===== src/rtl/imem_boot_loader_pkg.sv =====
// Shared definitions for the instruction-memory boot loader: FSM state
// encoding, frame-field widths, the default frame start byte and the
// checksum helper.
package imem_boot_loader_pkg;

    typedef enum logic [2:0] {
        S_IDLE  = 3'd0,
        S_LEN0  = 3'd1,
        S_LEN1  = 3'd2,
        S_DATA  = 3'd3,
        S_CSUM  = 3'd4,
        S_DONE  = 3'd5,
        S_ERROR = 3'd6
    } loader_state_t;

    // Default frame start byte.
    localparam logic [7:0] MAGIC_DEFAULT = 8'hA5;

    // Word-count field is two bytes on the wire.
    localparam int LEN_W = 16;

    // Byte lane counter width (four lanes per 32-bit word).
    localparam int LANE_W = 2;
    localparam logic [LANE_W-1:0] LAST_LANE = 2'd3;

    // Frame checksum is a plain running XOR of the data bytes.
    function automatic logic [7:0] csum_update(input logic [7:0] csum,
                                               input logic [7:0] data_byte);
        return csum ^ data_byte;
    endfunction

endpackage


===== src/rtl/imem_boot_loader_byte_word_packer.sv =====
// Packs a little-endian byte stream into 32-bit words. Bytes arrive lane 0
// first; on the fourth byte word_valid pulses combinationally with the full
// word (the fourth byte bypasses the shift register), so the caller can
// register the word on the same edge that accepts that byte.
module imem_boot_loader_byte_word_packer
    import imem_boot_loader_pkg::*;
(
    input  logic        clk,
    input  logic        reset,
    input  logic        clear,
    input  logic        byte_valid,
    input  logic [7:0]  byte_data,
    output logic        word_valid,
    output logic [31:0] word_data
);

    logic [LANE_W-1:0] lane_q, lane_d;
    logic [23:0]       shift_q, shift_d;

    // Lane counter and right-shifting byte register; clear wins over data.
    always_comb begin
        lane_d  = lane_q;
        shift_d = shift_q;
        if (clear) begin
            lane_d  = '0;
            shift_d = '0;
        end else if (byte_valid) begin
            lane_d  = lane_q + LANE_W'(1);
            shift_d = {byte_data, shift_q[23:8]};
        end
    end

    // Lane state registers.
    always_ff @(posedge clk or negedge reset) begin
        if (!reset) begin
            lane_q  <= '0;
            shift_q <= '0;
        end else begin
            lane_q  <= lane_d;
            shift_q <= shift_d;
        end
    end

    assign word_valid = byte_valid && !clear && (lane_q == LAST_LANE);
    assign word_data  = {byte_data, shift_q};

endmodule


===== src/rtl/imem_boot_loader.sv =====
// Boot loader: receives a framed byte image from the host link, writes it
// word by word into instruction memory and releases the core from reset
// only once the whole image has arrived with a matching checksum.
//
// state   | meaning
// --------+------------------------------------------------------------
// S_IDLE  | hunting for the frame start byte, other bytes dropped
// S_LEN0  | waiting for word-count low byte
// S_LEN1  | waiting for word-count high byte, range check
// S_DATA  | packing data bytes, one write cycle after each full word
// S_CSUM  | waiting for the checksum byte
// S_DONE  | image accepted, core released (terminal)
// S_ERROR | frame rejected, core held (terminal)
module imem_boot_loader
    import imem_boot_loader_pkg::*;
#(
    parameter int         ADDR_W = 10,
    parameter logic [7:0] MAGIC  = MAGIC_DEFAULT
) (
    input  logic              clk,
    input  logic              reset,
    input  logic [7:0]        rx_data,
    input  logic              rx_valid,
    output logic              rx_ready,
    output logic              imem_we,
    output logic [ADDR_W-1:0] imem_addr,
    output logic [31:0]       imem_wdata,
    output logic              core_hold,
    output logic              load_done,
    output logic              load_error,
    output logic [ADDR_W:0]   words_loaded
);

    // A full memory (2**ADDR_W words) is still a legal image.
    localparam logic [31:0] MAX_WORDS = 32'(1) << ADDR_W;

    loader_state_t     state_q, state_d;
    logic [7:0]        len_lo_q, len_lo_d;
    logic [ADDR_W:0]   len_q, len_d;
    logic [7:0]        csum_q, csum_d;
    logic              rx_ready_q, rx_ready_d;
    logic              imem_we_q, imem_we_d;
    logic [ADDR_W-1:0] imem_addr_q, imem_addr_d;
    logic [31:0]       imem_wdata_q, imem_wdata_d;
    logic              core_hold_q, core_hold_d;
    logic              load_done_q, load_done_d;
    logic              load_error_q, load_error_d;
    logic [ADDR_W:0]   words_loaded_q, words_loaded_d;

    logic              accept;
    logic [LEN_W-1:0]  len_full;
    logic              pack_clear;
    logic              pack_valid;
    logic              word_valid;
    logic [31:0]       word_data;

    assign accept     = rx_valid && rx_ready_q;
    assign len_full   = {rx_data, len_lo_q};
    // Only data bytes go to the packer; it is held empty outside S_DATA so
    // every image starts on lane 0.
    assign pack_clear = (state_q != S_DATA);
    assign pack_valid = accept && (state_q == S_DATA);

    imem_boot_loader_byte_word_packer u_packer (
        .clk        (clk),
        .reset      (reset),
        .clear      (pack_clear),
        .byte_valid (pack_valid),
        .byte_data  (rx_data),
        .word_valid (word_valid),
        .word_data  (word_data)
    );

    // Next-state and next-output logic for the frame FSM.
    always_comb begin
        state_d        = state_q;
        len_lo_d       = len_lo_q;
        len_d          = len_q;
        csum_d         = csum_q;
        rx_ready_d     = rx_ready_q;
        imem_we_d      = 1'b0;
        imem_addr_d    = imem_addr_q;
        imem_wdata_d   = imem_wdata_q;
        core_hold_d    = core_hold_q;
        load_done_d    = load_done_q;
        load_error_d   = load_error_q;
        words_loaded_d = words_loaded_q;

        unique case (state_q)
            S_IDLE: begin
                if (accept && (rx_data == MAGIC)) begin
                    state_d = S_LEN0;
                    csum_d  = '0;
                end
            end

            S_LEN0: begin
                if (accept) begin
                    len_lo_d = rx_data;
                    state_d  = S_LEN1;
                end
            end

            S_LEN1: begin
                if (accept) begin
                    len_d = len_full[ADDR_W:0];
                    if ({16'h0000, len_full} > MAX_WORDS) begin
                        state_d      = S_ERROR;
                        load_error_d = 1'b1;
                        rx_ready_d   = 1'b0;
                    end else if (len_full == '0) begin
                        state_d = S_CSUM;
                    end else begin
                        state_d = S_DATA;
                    end
                end
            end

            S_DATA: begin
                if (imem_we_q) begin
                    // Write cycle: reopen the link and move to the next word,
                    // or leave for the checksum once the last word is out.
                    // The address is left on the last word written.
                    rx_ready_d = 1'b1;
                    if (words_loaded_q == len_q) begin
                        state_d = S_CSUM;
                    end else begin
                        imem_addr_d = imem_addr_q + ADDR_W'(1);
                    end
                end else if (accept) begin
                    csum_d = csum_update(csum_q, rx_data);
                    if (word_valid) begin
                        imem_we_d      = 1'b1;
                        imem_wdata_d   = word_data;
                        words_loaded_d = words_loaded_q + (ADDR_W+1)'(1);
                        rx_ready_d     = 1'b0;
                    end
                end
            end

            S_CSUM: begin
                if (accept) begin
                    rx_ready_d = 1'b0;
                    if (rx_data == csum_q) begin
                        state_d     = S_DONE;
                        load_done_d = 1'b1;
                        core_hold_d = 1'b0;
                    end else begin
                        state_d      = S_ERROR;
                        load_error_d = 1'b1;
                    end
                end
            end

            S_DONE: begin
                rx_ready_d = 1'b0;
            end

            S_ERROR: begin
                rx_ready_d = 1'b0;
            end

            default: begin
                state_d      = S_ERROR;
                load_error_d = 1'b1;
                rx_ready_d   = 1'b0;
            end
        endcase
    end

    // State and registered outputs; reset aborts any frame in flight.
    always_ff @(posedge clk or negedge reset) begin
        if (!reset) begin
            state_q        <= S_IDLE;
            len_lo_q       <= '0;
            len_q          <= '0;
            csum_q         <= '0;
            rx_ready_q     <= 1'b1;
            imem_we_q      <= 1'b0;
            imem_addr_q    <= '0;
            imem_wdata_q   <= '0;
            core_hold_q    <= 1'b1;
            load_done_q    <= 1'b0;
            load_error_q   <= 1'b0;
            words_loaded_q <= '0;
        end else begin
            state_q        <= state_d;
            len_lo_q       <= len_lo_d;
            len_q          <= len_d;
            csum_q         <= csum_d;
            rx_ready_q     <= rx_ready_d;
            imem_we_q      <= imem_we_d;
            imem_addr_q    <= imem_addr_d;
            imem_wdata_q   <= imem_wdata_d;
            core_hold_q    <= core_hold_d;
            load_done_q    <= load_done_d;
            load_error_q   <= load_error_d;
            words_loaded_q <= words_loaded_d;
        end
    end

    assign rx_ready     = rx_ready_q;
    assign imem_we      = imem_we_q;
    assign imem_addr    = imem_addr_q;
    assign imem_wdata   = imem_wdata_q;
    assign core_hold    = core_hold_q;
    assign load_done    = load_done_q;
    assign load_error   = load_error_q;
    assign words_loaded = words_loaded_q;

endmodule


===== config.mk =====
export PLATFORM = sky130hd
export DESIGN_NAME = imem_boot_loader
export DESIGN_NICKNAME = d
export VERILOG_FILES = /design/src/rtl/imem_boot_loader_pkg.sv /design/src/rtl/imem_boot_loader_byte_word_packer.sv /design/src/rtl/imem_boot_loader.sv
export SDC_FILE = /design/constraint.sdc
export NUM_CORES = 1
export LEC_CHECK = 0
export ABC_AREA = 1
export BUFFER_PORTS_ARGS = -buffer_cell sky130_fd_sc_hd__buf_2
export CAP_MARGIN = 40
export CELL_PAD_IN_SITES_DETAIL_PLACEMENT = 0
export CELL_PAD_IN_SITES_GLOBAL_PLACEMENT = 1
export CORE_ASPECT_RATIO = 0.9
export CORE_MARGIN = 10
export CORE_UTILIZATION = 43
export DETAILED_ROUTE_END_ITERATION = 8
export GPL_TIMING_DRIVEN = 1
export PLACE_DENSITY = 0.88
export RECOVER_POWER = 50
export SLEW_MARGIN = 20
export SYNTH_ARGS = -nofsm -noshare
export SYNTH_HDL_FRONTEND = slang
export SYNTH_SLANG_ARGS = --single-unit

===== constraint.sdc =====
create_clock -name clk -period 2.06 [get_ports clk]
set_input_delay 0.618 -clock clk [delete_from_list [all_inputs] [get_ports clk]]
set_output_delay 0.618 -clock clk [all_outputs]
set_load 0.01 [all_outputs]

Word-level counts from Yosys, hierarchy flattened
Index checks and enable logic that the tools add are counted.
Word-level totals
  output and inout port bits: 58
  flip-flop bits (word level): 114
  input bits: 11
  word-level logic and storage cells: 103
Cells by class
  order comparisons: 1
  bitwise gates (word level): 6
  eq/ne operators: 23
  mux-type cells: 34
  reductions and logical operators: 22
  add/subtract/negate cells: 3
Operator list (count)
  two-way mux 24 bit: 2
  two-way mux 3 bit: 8
  two-way mux 8 bit: 3
  inequality test 2 bit (second input constant): 9
  case mux 3 bit (6 select lines): 1
  > comparator 16 x 11 -> 1 bit (second input constant): 1
  logical NOT 16 bit: 1
  case mux 8 bit (2 select lines): 1
  two-way mux 1 bit: 14
  adder 11 x 1 -> 11 bit (second input constant): 1
  == test 11 bit: 1
  adder 10 x 1 -> 10 bit (second input constant): 1
  == test 3 bit (second input constant): 3
  == test 8 bit: 1
  == test 8 bit (second input constant): 1
  AND reduction 4 bit: 2
  bitwise XOR 8 bit: 1
  AND reduction 7 bit: 1
  == test 3 x 2 -> 1 bit (second input constant): 2
  two-way mux 2 bit: 3
  inequality test 3 x 2 -> 1 bit (second input constant): 2
  AND reduction 3 bit: 2
  AND reduction 6 bit: 1
  logical AND 1 bit: 5
  15 further kinds: 22

Depth between registers and ports, before layout
Gate-level depths: netlist of the first run.
  word-level depth: 8
  depth in mapped cells: 11
  gate-level depth less buffers: 11

Hierarchy
A second synthesis of the first run with hierarchy kept.
Second synthesis, totals
  cells, all modules: 645
  area, all modules: 5261.3 sq um
By module, submodules not included
  imem_boot_loader: seq. area each 2204.6 sq um, cells each 521, times used 1, area each 4134.0 sq um
  imem_boot_loader_byte_word_packer: seq. area each 650.6 sq um, cells each 124, times used 1, area each 1127.3 sq um

Worst setup path after synthesis of the first run
OpenSTA, ideal clock, no wires.
  path kind: input to register
  from: in rx_valid
  to: reg imem_wdata_q[23] (netlist: imem_wdata[23])
  buffers on the path: 2
  stages on the path: 9
  arrival time: 1601 ps
  data required time: 1930 ps
  setup time: 130 ps
  path slack: 329 ps
  cells stage by stage: nand2_1 > inv_1 > nand2_4 > inv_2 > nand3_2 > buf_6 > buf_2 > nand2_1 > o21ai_0
Between the ends
  longest elaborated chain between the ends: 5
RTL lines
  start, declared: RTL line imem_boot_loader.sv:23  | input logic rx_valid,
  logical AND 1 bit *: RTL line imem_boot_loader.sv:57  | assign accept = rx_valid && rx_ready_q;
  logical AND 1 bit: RTL line imem_boot_loader.sv:62  | assign pack_valid = accept && (state_q == S_DATA);
  logical AND 1 bit (2 in series): RTL line imem_boot_loader_byte_word_packer.sv:44  | assign word_valid = byte_valid && !clear && (lane_q == LAST_LANE);
  AND reduction 4 bit (no source line) *
  end signal, assigned: RTL line imem_boot_loader.sv:194  | imem_wdata_q <= imem_wdata_d;
  end, declared: RTL line imem_boot_loader.sv:44  | logic [31:0] imem_wdata_q, imem_wdata_d;
Mark *: on every way between the ends. The rest lies on a longest branch, timed or not.
A chain may end at the register's enable or synchronous reset.

Final worst setup path of the first run
  from: reg rx_ready_q (netlist: rx_ready)
  to: reg csum_q[2]
Between the ends
  longest elaborated chain between the ends: 4
  elaborated cells on any way between the ends: 5
  those cells by class: eq/ne (2); reduce/logical (3)
RTL lines
  start, declared: RTL line imem_boot_loader.sv:41  | logic rx_ready_q, rx_ready_d;
  start signal, assigned: RTL line imem_boot_loader.sv:191  | rx_ready_q <= rx_ready_d;
  logical AND 1 bit *: RTL line imem_boot_loader.sv:57
  logical AND 1 bit: RTL line imem_boot_loader.sv:91  | if (accept && (rx_data == MAGIC)) begin
  inequality test 2 bit (no source line)
  AND reduction 4 bit (no source line) *
  end signal, assigned: RTL line imem_boot_loader.sv:190  | csum_q <= csum_d;
  end, declared: RTL line imem_boot_loader.sv:40  | logic [7:0] csum_q, csum_d;
Marks and branches as above.

==> results of run 1 <==
flip-flops by register name, summed over array words and instances (netlist names), 2 cells and up:
name / flops
csum_q: 8
state_q: 3
imem_addr: 10
len_q: 11
imem_wdata: 32
u_packer.shift_q: 24
u_packer.lane_q: 2
len_lo_q: 8
words_loaded: 11
area by class of cell:
| class | count | area share, % |
|---|---|---|
| Inverter | 70 | 4.261 |
| Clock inverter | 13 | 1.847 |
| Tap cell | 156 | 3.166 |
| Clock buffer | 19 | 7.021 |
| Timing Repair Buffer | 80 | 7.244 |
| Sequential cell | 114 | 46.31 |
| Multi-Input combinational cell | 387 | 30.15 |
cell usage in the layout (no fill, tap or decap), types with 2 or more instances in the layout:
master      Yosys  final
nand3_2         2      2
buf_12          0      2
clkbuf_1        8      3
clkbuf_16       0     17
nand4_1         5      5
buf_4           1      7
nand3_1        15     15
xor2_1         12     12
xnor2_1        16     16
a21oi_1         4      4
nor3_1          2      2
o21ai_1         2      2
clkbuf_2        0      3
nor2_1         43     43
dfrtp_1       112    112
o22ai_1        24     24
inv_1          68     68
ha_1            3      3
buf_2           5     67
nor3_2          2      2
inv_2           2      2
clkinv_4        0      4
clkinvlp_4      0      2
nand2_1       193    193
clkinv_2        0      5
o21ai_0        56     56
final timing paths:
check | cells after the start | slack, ps | end
worst max-delay path | 9 | 260 | csum_q[2]$_DFFE_PN0P_
worst min-delay path | 1 | 360 | u_packer.shift_q[14]$_DFFE_PN0P_
worst max register to register | 9 | 260 | csum_q[2]$_DFFE_PN0P_
worst min register to register | 1 | 460 | core_hold$_DFFE_PN1P_
max in group asynchronous | 2 | 680 | core_hold$_DFFE_PN1P_
min in group clk | 1 | 460 | core_hold$_DFFE_PN1P_
where the power goes:
part           switching, mW  internal, mW  total, mW
Combinational         0.0783        0.0250      0.103
Sequential                 0          2.24       2.24
Clock                   1.03          1.65       2.68
layer usage:
layer | up-vias | track usage, %
li1 | 2024 | -
met1 | 1909 | 20.33
met2 | 92 | 21.95
met3 | 15 | 4.984
met4 | 0 | 6.114
met5 | - | 0
stage by stage:
| step | instance area (sq um) | cells |
|---|---|---|
| floorplan | 5051 | 586 |
| global placement | 5630 | 807 |
| detailed placement | 5630 | 807 |
| CTS | 6177 | 839 |
| global route | 6166 | 839 |
| finish | 6166 | 839 |
kinds of logic (layout without fill, tap and decap cells):
group	Yosys count	count (layout)	synth area share (%)
xor gates and xnor gates	28	28	4.855
adders and majority gates	3	3	0.7432
and+or+nand+nor	268	268	21.80
DFF	114	114	56.53
buffers and inverters	85	182	6.663
AOI/OAI and AO/OA	88	88	9.413
worst max-delay path, cell delays in order (launching register included):
cell and delay (ps):
dfstp_1 540, nand2_1 70, clkbuf_1 230, nor2_1 210, nand4_1 110, nand2_1 90, nand3_1 130, buf_4 190
nand2_1 60, nand2_1 50
==> flow_summary.ini, run 1 <==
[timing]
period_needed_ps = 1802
slew-limit-headroom_pct = 33.70
finalHoldViolCount = 0
drv_slew = 0
holdWs_ps = 362.6
rsz0062_at_grt = no
timing.final.crit_share_pct = 87.50
skew_ps = 9.176
setup_viol = 0
fin_ws_ps = 257.6
tightestPinTransition_ps = 994.5
fmax_mhz = 554.8
fin_setup_tns_ps = 0

[cells_and_area]
area_delta_synth_final_pct = 22.07
multi_input_area_sq_mm = 0.001859
layout-drive-gt1-share_pct = 17.72
layout.area.seq_sq_mm = 0.002855
fillers = 1109
fin_nets = 684
antennaDiodeCount = 0
utilization_pct = 53.71

[floorplanning]
die_h_um = 122.8
die_w_um = 134.2
start_util_pct = 44.00
coreArea_sq_mm = 0.01148
die_area_sq_mm = 0.01649
row_count = 37
io_pins = 69

[yosys]
synth_seq_cells = 114
yosys.area.top_type = dfrtp_1
synth.most_common_cell = nand2_1
syn_inst = 586
yosysWarningCount = 0
synthTopCellsByCount = nand2_1 (193), dfrtp_1 (112), inv_1 (68), o21ai_0 (56), nor2_1 (43)
yosysSeqAreaShare_pct = 56.53
async_flop_share_pct = 100.0
yosys.area.top_type_share_pct = 55.49
synth-edff-count = 0
synthFlopType = dfrtp_1
synth_nets = 600
synth_area_per_cell_sq_um = 8.620
syn_area_sq_mm = 0.005051
ys_types = 30
yosys-top-cells-area = dfrtp_1 (55%), nand2_1 (14%), o21ai_0 (5.5%), inv_1 (5.1%), nor2_1 (3.2%)

[setup_path]
crit_path_start = rx_ready$_DFFE_PN1P_
start_kind = register
crit_fanout = 9
arrival_ps = 2100
worstSetupPathType = register to register
r2r_start = rx_ready$_DFFE_PN1P_
required_ps = 2360
endpoint_kind = register

[grt]
grt_pass1_vias = 3897
gr-total-overflow = 0
grt_usage_pct = 15.08
grt_max_degree = 60
antenna_found_initial = 0
grt_pass1_wl_um = 19750

[cts]
clock_latency_ps = 420
ctsRootBufferMaster = clkbuf_16
cts.sinks = 114
path_clk_slew_ps = 50
holdBufCountCts = 0
cts_max_level = 4
cts.repair.resized = 0
cts_setup_buffers = 0
clk_path_buf_depth = 2
cts_buffers = 17
tritoncts = built

[placement]
hpwl_um = 8505
io_buffers = 68
dpl_worst_slack_ps = 167.6
gp_congestion = 0.8720

[drt]
wl_um = 11640
wl_met3_um = 703
route.detailed.drc = 0
routed_via_density = 4.815
first_iter_violations = 330
drt-pass1-iter-count = 5
antenna_left = 0
via_count = 4040
top_layer_used = met4
dr_wl_met2_um = 5184
wl_met1_um = 5575
routedWlPerCell_um = 13.87

[min_path]
hp-class = primary input to async pin

[pwr]
power.total_mw = 5.029
p_per_area_mw_per_mm2 = 815.7
ir_worst_vdd_v = 0.0004883
power.leakage_nw = 3.159

[status]
status = finished clean

[run]
max-cap-violations = 0
Note: power is estimated with default switching activity, not from simulation.
==> inputs of run 2 (changes only) <==
--- a/config.mk
+++ b/config.mk
@@ -17,6 +17,7 @@
 export GPL_TIMING_DRIVEN = 1
 export PLACE_DENSITY = 0.88
 export RECOVER_POWER = 50
+export REMOVE_ABC_BUFFERS = 1
 export SLEW_MARGIN = 20
 export SYNTH_ARGS = -nofsm -noshare
 export SYNTH_HDL_FRONTEND = slang
==> run 2 against run 1 <==
  * The flow now finishes with violations (max-capacitance violations, max-slew violations)
  * Hold slack better by 99 ps
  * Via count about the same
  * First-iteration DRC count down 0.61%
  * Sequential share of layout area down 0.34 points
  * Clock power up 4%
  * Worst setup slack better by 37 ps
  * Clock-buffer cell count up 3
  * Combinational power about the same
  * Sequential power about the same
  * Total power up 1.9%
==> flow_summary.ini, run 2 (synthesized netlist as in run 1, its figures left out) <==
[pwr]
p_per_area_mw_per_mm2 = 825.5
ir_worst_vdd_v = 0.0005215
power.leakage_nw = 3.186

[setup_path]
reg2reg_depth = 8
arrival_ps = 2040
r2r_end = imem_wdata[9]$_DFFE_PN0P_
crit_path_start = rx_ready$_DFFE_PN1P_
required_ps = 2330
endpoint_kind = register
rrSetupSlack_ps = 290
cp-endpoint = imem_wdata[9]$_DFFE_PN0P_
worstSetupPathType = register to register
crit_fanout = 40
start_kind = register
r2r_start = rx_ready$_DFFE_PN1P_

[floorplanning]
coreArea_sq_mm = 0.01148
start_util_pct = 44.00
die_area_sq_mm = 0.01649
die_w_um = 134.2
die_h_um = 122.8
io_pins = 69
row_count = 37

[grt]
antenna_found_initial = 0
grt_pass1_vias = 4021
gr-total-overflow = 0
grt_pass1_wl_um = 19630
grt_usage_pct = 14.87
grt_max_degree = 41

[timing]
setup_viol = 0
fin_setup_tns_ps = 0
rsz0062_at_grt = no
period_needed_ps = 1766
fin_ws_ps = 294.2
skew_ps = 6.885
finalHoldViolCount = 0
fmax_mhz = 566.3
drv_slew = 25
tightestPinTransition_ps = 1707
timing.final.crit_share_pct = 85.72
slew-limit-headroom_pct = -13.77

[placement]
gp_congestion = 0.8621
dpl_worst_slack_ps = 178.8
hpwl_um = 8580
io_buffers = 68

[cts]
clock_latency_ps = 400
path_clk_slew_ps = 50
cts_max_level = 4
ctsRootBufferMaster = clkbuf_16
cts.sinks = 114
cts.repair.resized = 0
cts_buffers = 17
tritoncts = built
cts_setup_buffers = 0
holdBufCountCts = 0
clk_path_buf_depth = 2

[cells_and_area]
area_delta_synth_final_pct = 22.96
most-common-layout-cells = nand2_1 (193), dfrtp_1 (112), inv_1 (68)
fin_nets = 687
largest_reg_flops = 32
layout-drive-gt1-share_pct = 17.78
layout_commonest_cell = nand2_1
antennaDiodeCount = 0
utilization_pct = 54.10

[run]
max-cap-violations = 1

[drt]
routedWlPerCell_um = 14.00
first_iter_violations = 328
via_count = 4042
antenna_left = 0
drt-pass1-iter-count = 5
wl_um = 11790
route.detailed.drc = 0
routed_via_density = 4.800

[min_path]
hold_depth = 1
hp-class = register to register

[status]
violations = max-capacitance violations, max-slew violations
status = finished, violations left
==> run 2: cell count changes in the layout (fill, tap and decap cells not counted), sizes merged <==
| cell | before | now |
|---|---|---|
| bufinv | 1 | 2 |
| clkinvlp | 2 | 1 |
| buf | 76 | 81 |
| clkinv | 9 | 7 |
| inv | 71 | 70 |
| clkbuf | 23 | 24 |
==> run 2: worst max-delay path, stage by stage (launching register included) <==
cell     delay (ps)
dfstp_1         560
nand2_1          80
inv_1           140
nand2_4          90
inv_2            80
nand3_2         190
buf_4           310
nand2_1          90
o21ai_0          80
==> run 2: cell type report <==
cell class	count	area, sq um
Clock buffer	22	454.2
Clock inverter	10	110.1
Fill cell	1079	5270
Inverter	70	262.8
Multi-Input combinational cell	387	1859
Sequential cell	114	2855
Tap cell	156	195.2
Timing Repair Buffer	83	474.2
==> run 2: power breakdown <==
group	switching (mW)	internal [mW]
combinational	0.0792	0.0269
clock	0.977	1.80
sequential	0	2.24
total	1.06	4.07
==> run 2: how the worst min path moves through the flow <==
stage,startpoint,slack (ps),endpoint
after detailed placement,load_error$_DFFE_PN0P_,450,load_error$_DFFE_PN0P_
after global routing,core_hold$_DFFE_PN1P_,480,core_hold$_DFFE_PN1P_
after CTS,reset,150,u_packer.shift_q[18]$_DFFE_PN0P_
final,core_hold$_DFFE_PN1P_,460,core_hold$_DFFE_PN1P_
after global placement,core_hold$_DFFE_PN1P_,450,core_hold$_DFFE_PN1P_
after floorplan,reset,320,csum_q[0]$_DFFE_PN0P_
==> run 2: stage by stage <==
| step | std cells | hold WS [ps] | area, sq um | total power [mW] |
|---|---|---|---|---|
| detailed placement | 810 | 453.8 | 5653 | 2.390 |
| floorplan | 571 | 322.4 | 4977 | 2.304 |
| CTS | 842 | 148.9 | 6217 | 5.173 |
| finish | 842 | 461.1 | 6211 | 5.127 |
| global placement | 810 | 448.8 | 5653 | 2.388 |
| global route | 842 | 476.5 | 6211 | 5.305 |
==> run 2: metal layers <==
layer	GRT usage, %	up-vias	routed length [um]
met2	23.31	79	5546
met5	0	-	0
li1	-	2032	-
met1	19.00	1927	5584
met4	5.842	0	100
met3	4.493	4	554
==> inputs of run 3 (changes only) <==
--- a/config.mk
+++ b/config.mk
@@ -11,7 +11,6 @@
 export CELL_PAD_IN_SITES_DETAIL_PLACEMENT = 0
 export CELL_PAD_IN_SITES_GLOBAL_PLACEMENT = 1
 export CORE_ASPECT_RATIO = 0.9
-export CORE_MARGIN = 10
 export CORE_UTILIZATION = 43
 export DETAILED_ROUTE_END_ITERATION = 8
 export GPL_TIMING_DRIVEN = 1
==> run 3 against run 2 <==
  * The run now ends clean
  * Clock-buffer cell count decreased by 4
  * Worst setup slack got worse by 34 ps
  * Global-route usage rose by 5.5 points
  * Wire length down 3.7%
  * Core utilization is 0.73 points higher
  * Flip-flop and latch count stayed put
  * Clock power rose by 13%
  * Sequential share of layout area fell by 0.43 points
  * Final cell count is the same
  * Critical endpoint is now words_loaded[10]$_DFFE_PN0P_
  * Highest routed layer unchanged
==> flow_summary.ini, run 3 (synthesized netlist as in run 1, its figures left out) <==
[status]
status = finished clean

[cts]
cts_setup_buffers = 0
holdBufCountCts = 0
cts_max_level = 4
cts_buffers = 17
cts.sinks = 114
cts.repair.resized = 0
tritoncts = built
ctsRootBufferMaster = clkbuf_16
clock_latency_ps = 410
path_clk_slew_ps = 50
clk_path_buf_depth = 2

[placement]
hpwl_um = 7992
io_buffers = 68
gp_congestion = 0.8524

[setup_path]
crit_fanout = 5
arrival_ps = 2130
endpoint_kind = register
start_kind = register
required_ps = 2390
worstSetupPathType = register to register

[timing]
timing.final.crit_share_pct = 87.36
finalHoldViolCount = 0
tightestPinTransition_ps = 1422
holdWs_ps = 456.3
skew_ps = 9.731
period_needed_ps = 1800
fmax_mhz = 555.7
drv_slew = 0
setup_viol = 0
slew-limit-headroom_pct = 5.219
rsz0062_at_grt = no

[drt]
drt-pass1-iter-count = 4
via_count = 4095
routedWlPerCell_um = 13.48
wl_um = 11350
antenna_left = 0
route.detailed.drc = 0
routed_via_density = 4.863
first_iter_violations = 276

[grt]
grt_max_degree = 41
grt_pass1_vias = 3961
grt_pass1_wl_um = 18910
gr-total-overflow = 0
antenna_found_initial = 0
grt_usage_pct = 20.41

[cells_and_area]
layout_commonest_cell = nand2_1
utilization_pct = 54.83
layout-drive-gt1-share_pct = 18.08
fillers = 1035
multi_input_area_sq_mm = 0.001848
most-common-layout-cells = nand2_1 (193), dfrtp_1 (112), inv_1 (69)
antennaDiodeCount = 0
fin_nets = 687
area_delta_synth_final_pct = 24.13
layout.area.seq_sq_mm = 0.002855
largest_reg_flops = 32

[floorplanning]
coreArea_sq_mm = 0.01143
die_h_um = 104.8
die_w_um = 116.2
io_pins = 69
row_count = 37
start_util_pct = 44.17
die_area_sq_mm = 0.01218

[run]
max-cap-violations = 0

[pwr]
power.leakage_nw = 3.215
p_per_area_mw_per_mm2 = 876.4
ir_worst_vdd_v = 0.0004398

[min_path]
hp-class = register to register
## run 3: changes by cell type in the layout (fill, tap and decap cells not counted), moves of 2 or more
cell / change
buf_4: -2
clkbuf_1: -3
bufinv_16: +2
clkinv_2: -4
inv_6: +4
## run 3: final timing paths
path / start / end / slack, ps / depth (start not counted)
setup reg to reg: rx_ready$_DFFE_PN1P_ / words_loaded[10]$_DFFE_PN0P_ / 260 / 7
setup / recovery: rx_ready$_DFFE_PN1P_ / words_loaded[10]$_DFFE_PN0P_ / 260 / 7
hold reg to reg: core_hold$_DFFE_PN1P_ / core_hold$_DFFE_PN1P_ / 460 / 1
hold / removal: core_hold$_DFFE_PN1P_ / core_hold$_DFFE_PN1P_ / 460 / 1
min in group asynchronous: reset / imem_wdata[21]$_DFFE_PN0P_ / 540 / 1
max in group asynchronous: reset / len_q[3]$_DFFE_PN0P_ / 400 / 2
## run 3: final cells by class
cell class	count	area share (%)
Multi-Input combinational cell	387	29.48
Tap cell	156	3.113
Timing Repair Buffer	83	7.464
Clock inverter	14	3.213
Inverter	70	4.191
Sequential cell	114	45.54
Clock buffer	18	7.005
## run 3: metal layers
metal,vias up,global-route usage [%],wire length [um]
li1,2029,-,-
met1,1964,27.15,5190
met2,96,31.19,5441
met3,6,6.265,582
met4,0,7.418,139
met5,-,0,0
## run 3: worst max-delay path, cell delays in order, from the launching register on
cell     delay [ps]
dfstp_2         550
nand2_1          70
inv_1           120
nand2_4          80
nor3_1          420
nand3_2         180
nor2_2          160
xor2_1          150
## run 3: power breakdown
part	leakage, nW	switching, mW	internal [mW]	total (mW)
Combinational	1.40	0.0794	0.0261	0.106
Clock	0.308	1.08	2.07	3.15
Sequential	1.50	0	2.24	2.24
## run 3: stage by stage
step	setup TNS (ps)	instances	area, sq um	power (mW)	worst slack [ps]
global route	0	842	6270	5.653	96.42
finish	0	842	6270	5.495	260.4
detailed placement	0	810	5653	2.390	158.2
CTS	0	842	6294	5.548	324.6
floorplan	-7664	571	4977	2.304	-485.9
global placement	0	810	5653	2.387	229.7
